<file path="src/rtl/cp0_irq_ctrl.sv">
// CP0 interrupt controller: Status/Cause/EPC plus the Count/Compare timer,
// with edge-detected external interrupt lines and an ack/eret handshake.
module cp0_irq_ctrl #(
  parameter int NUM_IRQ = 2,
  parameter int TIMER_W = 32
) (
  input  logic                clk,
  input  logic                rst,
  input  logic                stall,
  input  logic [NUM_IRQ-1:0]  irq_in,
  input  logic [4:0]          addr,
  input  logic                we,
  input  logic [31:0]         wdata,
  output logic [31:0]         rdata,
  input  logic [31:0]         epc_in,
  input  logic                int_ack,
  input  logic                eret,
  output logic                int_req,
  output logic [2:0]          int_id
);

  logic [NUM_IRQ-1:0] irqQ;
  logic               ie;
  logic [NUM_IRQ-1:0] imExt;
  logic               imTmr;
  logic [NUM_IRQ-1:0] ipExt;
  logic               ipTmr;
  logic [TIMER_W-1:0] count;
  logic [TIMER_W-1:0] compare;
  logic [31:0]        epc;

  logic               wrEn;
  logic               ackOk;
  logic [NUM_IRQ-1:0] pendExt;
  logic               pendTmr;
  logic [NUM_IRQ-1:0] extClr;
  logic               tmrClr;

  assign wrEn    = we & ~stall;
  assign ackOk   = int_ack & int_req & ~stall;
  assign pendExt = ipExt & imExt;
  assign pendTmr = ipTmr & imTmr;
  assign int_req = ie & (pendTmr | (|pendExt));

  always_comb begin
    extClr = '0;
    tmrClr = 1'b0;
    if (wrEn && addr == 5'd13) begin
      extClr = wdata[8 +: NUM_IRQ];
      tmrClr = wdata[15];
    end
  end

  always_ff @(posedge clk) begin
    if (!rst) begin
      irqQ    <= '0;
      ie      <= 1'b0;
      imExt   <= '0;
      imTmr   <= 1'b0;
      ipExt   <= '0;
      ipTmr   <= 1'b0;
      count   <= '0;
      compare <= '1;
      epc     <= '0;
    end else begin
      irqQ  <= irq_in;
      // A fresh edge overrides a W1C clear of the same bit.
      ipExt <= (ipExt & ~extClr) | (irq_in & ~irqQ);

      if (!stall) begin
        if (wrEn && addr == 5'd9) count <= wdata[TIMER_W-1:0];
        else                      count <= count + 1'b1;
      end

      if (wrEn && addr == 5'd11) begin
        compare <= wdata[TIMER_W-1:0];
        ipTmr   <= 1'b0;
      end else if (!stall && count == compare) begin
        ipTmr <= 1'b1;
      end else if (tmrClr) begin
        ipTmr <= 1'b0;
      end

      if (wrEn && addr == 5'd12) begin
        ie    <= wdata[0];
        imExt <= wdata[8 +: NUM_IRQ];
        imTmr <= wdata[15];
      end
      // Accepted ack outranks both eret and an MTC0 to IE/EPC.
      if (ackOk)                ie <= 1'b0;
      else if (eret && !stall)  ie <= 1'b1;

      if (ackOk)                         epc <= epc_in;
      else if (wrEn && addr == 5'd14)    epc <= wdata;
    end
  end

  always_comb begin
    int_id = '0;
    if (int_req) begin
      if (pendTmr) begin
        int_id = 3'd7;
      end else begin
        for (int unsigned i = 0; i < NUM_IRQ; i++)
          if (pendExt[i]) int_id = i[2:0];
      end
    end
  end

  always_comb begin
    rdata = '0;
    case (addr)
      5'd9:  rdata[TIMER_W-1:0] = count;
      5'd11: rdata[TIMER_W-1:0] = compare;
      5'd12: begin
        rdata[0]            = ie;
        rdata[8 +: NUM_IRQ] = imExt;
        rdata[15]           = imTmr;
      end
      5'd13: begin
        rdata[8 +: NUM_IRQ] = ipExt;
        rdata[15]           = ipTmr;
      end
      5'd14: rdata = epc;
      default: rdata = '0;
    endcase
  end

endmodule
</file>
<file path="config.mk">
export PLATFORM = sky130hd
export DESIGN_NAME = cp0_irq_ctrl
export DESIGN_NICKNAME = d
export VERILOG_FILES = /design/src/rtl/cp0_irq_ctrl.sv
export SDC_FILE = /design/constraint.sdc
export NUM_CORES = 1
export LEC_CHECK = 0
export CORE_ASPECT_RATIO = 1.2
export CORE_MARGIN = 2
export CORE_UTILIZATION = 30
export CTS_CLUSTER_SIZE = 30
export DETAILED_ROUTE_END_ITERATION = 8
export PLACE_DENSITY_LB_ADDON = 0.25
export SLEW_MARGIN = 20
export SYNTH_ARGS = -nofsm -noshare
export SYNTH_HDL_FRONTEND = slang
export SYNTH_SLANG_ARGS = --single-unit
</file>
<file path="constraint.sdc">
create_clock -name clk -period 4.2 [get_ports clk]
set_input_delay 0.84 -clock clk [delete_from_list [all_inputs] [get_ports clk]]
set_output_delay 0.84 -clock clk [all_outputs]
set_load 0.05 [all_outputs]
</file>
==> results.sh <==
export IMPL_status="complete, no violations"
export IMPL_place_congestion=0.8845
export IMPL_synthCells=743
export IMPL_viasPerCell=5.348
export IMPL_num_vias=5803
export IMPL_seq_area_frac_synth_pct=34.89
export IMPL_cts_made_buffers=9
export IMPL_portBuffers=112
export IMPL_place_inst=1070
export IMPL_setup_violations=0
export IMPL_p_leak_nw=3.015
export IMPL_slew_headroom_pct=41.94
export IMPL_synth_flop_cell="dfxtp_1"
export IMPL_drt_iter0_drc=591
export IMPL_grt_max_degree=66
export IMPL_final_util_pct=40.65
export IMPL_path_clk_slew_ns=0.07
export IMPL_skew_ns=0.007788
export IMPL_ios=113
export IMPL_insertion_delay_ns=0.35
export IMPL_avgSynthCellArea_um2=8.108
export IMPL_max_slew_worst_pin_slew_ns=0.8709
export IMPL_ys_async_sr_fraction_pct=0
export IMPL_drt_wl_total_mm=19.89
export IMPL_max_cap_viol_count=0
export IMPL_required_ns=3.36
export IMPL_drive_gt1_share_pct=10.92
export IMPL_post_cts_buffers=0
export IMPL_avgRoutedWirePerCell_um=18.33
export IMPL_total_power_mw=2.180
export IMPL_grt_pass1_wl_mm=31.64
export IMPL_finalNonFillerCells=1085
export IMPL_max_clock_path_buffers=2
export IMPL_num_rows=56
export IMPL_path_max_fanout=34
export IMPL_start_kind="input pin"
export IMPL_irDropWorstVdd_mv=0.2164
export IMPL_diodes=0
export IMPL_die_x_um=133.4
export IMPL_drc=0
export IMPL_final_nets=898
export IMPL_globalRouteOverflowTotal=0
export IMPL_syn_to_final_growth_pct=32.38
export IMPL_track_usage_pct=18.64
export IMPL_ff2ff_path_depth=6
export IMPL_hold_viol_final=0
export IMPL_layout_common_cells="nand2_1, dfxtp_1, clkdlybuf4s50_1"
export IMPL_drt_first_pass_iters=8
export IMPL_drtAntennaViolNets=0
export IMPL_synth_edff_count=0
export IMPL_core_area_um2=19620
export IMPL_cts_tree="done"
export IMPL_die_area_um2=21240
export IMPL_post_route_cell_area_um2=7975
export IMPL_r2r_slack_ns=1.93
export IMPL_fin_crit_sh_pct=84.34
export IMPL_ctsHtreeMaxLevel=3
export IMPL_clock_fmax_ghz=0.2823
export IMPL_yosys_register_bits=105
export IMPL_holdCritPathClass="reg2reg"
export IMPL_crit_path_end_kind="output port"
export IMPL_cts_num_sinks=105
export IMPL_antenna_found_initial=0
export IMPL_hold_path_depth=2
export IMPL_root_buffer="clkbuf_16"
export IMPL_syn_cell_area_um2=6025
export IMPL_ctsResizeCount=0
export IMPL_hpwl_mm=13.95
export IMPL_power_density_nw_per_um2=273.3
export IMPL_crit_arrival_ns=2.70
export IMPL_tns_ns=0
export IMPL_synth_warnings=0
export IMPL_syn_nets=821
export IMPL_crit_type="in2out"
export IMPL_synthDistinctLibCells=68
export IMPL_cts_hold_buffers=0
export IMPL_post_dp_cell_area_um2=7664
export IMPL_grt_pass1_vias=5654
export IMPL_rsz0062_at_grt="false"
export IMPL_layout_commonest_cell="nand2_1"
export IMPL_slew_viol_final=0
export IMPL_fp_dieH_um=159.2
export IMPL_initial_core_util_pct=30.71
export IMPL_min_period_ns=3.542
## routing by layer
metal	up-vias	GRT usage, %	part of all wire [%]
met5	-	0	0
met2	148	32.38	50
met1	2775	23.93	44
met4	0	5.561	1.9
li1	2859	-	-
met3	21	2.547	4.3
## final cells by class
| cell class | count | area, um2 |
|---|---|---|
| clock buffer | 12 | 246.5 |
| clock inverter | 3 | 65.06 |
| fill | 2023 | 11640 |
| inverter | 38 | 142.6 |
| multi-input combinational | 535 | 3496 |
| sequential | 105 | 2102 |
| tap | 261 | 326.6 |
| timing repair buffer | 131 | 1597 |
## Yosys cell counts, drive strengths merged (3+ instances only)
cell type	n	area, um2
a211oi	35	262.8
a21oi	18	90.09
a221o	3	30.03
a222oi	29	290.3
a22oi	6	45.04
a31oi	8	50.05
and2	8	51.31
and3	7	43.79
buf	22	135.1
clkbuf	43	162.7
dfxtp	105	2102
inv	38	142.6
mux2i	45	450.4
nand2	107	404.1
nand2b	3	18.77
nand3	59	320.3
nand4	19	152.7
nor2	53	201.5
nor2b	3	18.77
nor3	10	71.32
nor3b	5	60.06
nor4	9	71.32
o211ai	7	57.55
o21ai	18	90.09
o22ai	6	37.54
o311ai	5	43.79
or3	6	37.54
or4	6	45.04
xnor2	20	175.2
xor2	12	105.1
## cells by family after synthesis
logic type | count (synthesis) | synth area share, %
XOR/XNOR | 32 | 4.652
buffers and inverters | 103 | 7.310
flip-flops | 105 | 34.89
AO/OA/AOI/OAI | 155 | 19.46
AND/OR/NAND/NOR | 302 | 26.00
multiplexers | 45 | 7.477
adder cells (fa/ha/maj) | 1 | 0.2077
## through the flow
stage                     hold WS, ns  setup WS, ns
after floorplan                0.4622        0.9989
after global placement         0.4807        0.6118
after detailed placement       0.4902        0.5968
after CTS                      0.5003        0.5970
after global routing           0.5225        0.5208
final                          0.4945        0.6576
## final timing paths
check                                  from          end
worst max-delay path                addr[2]     rdata[0]
worst min-delay path            compare[21]  compare[21]
worst max register to register     count[0]    count[20]
worst min register to register  compare[21]  compare[21]
## sequential cells by signal (all words and copies together), names as in the netlist, 2 cells and up
signal   flops
irqQ         2
compare     32
ipExt        2
epc         32
count       32
imExt        2
## where the power goes
| part | internal (mW) | total (mW) | switching, mW | leakage (nW) |
|---|---|---|---|---|
| registers | 1.01 | 1.02 | 0.0154 | 0.850 |
| logic | 0.120 | 0.242 | 0.122 | 2.01 |
| clock network | 0.536 | 0.915 | 0.380 | 0.153 |
| total | 1.66 | 2.18 | 0.517 | 3.02 |
## worst max-delay path, stage by stage
cell	delay, ns
clkdlybuf4s50_1	0.60
nand2b_1	0.19
nor2_2	0.04
buf_4	0.25
a222oi_1	0.42
nand2_1	0.17
buf_12	0.18
(Power assumes the default switching activity.)
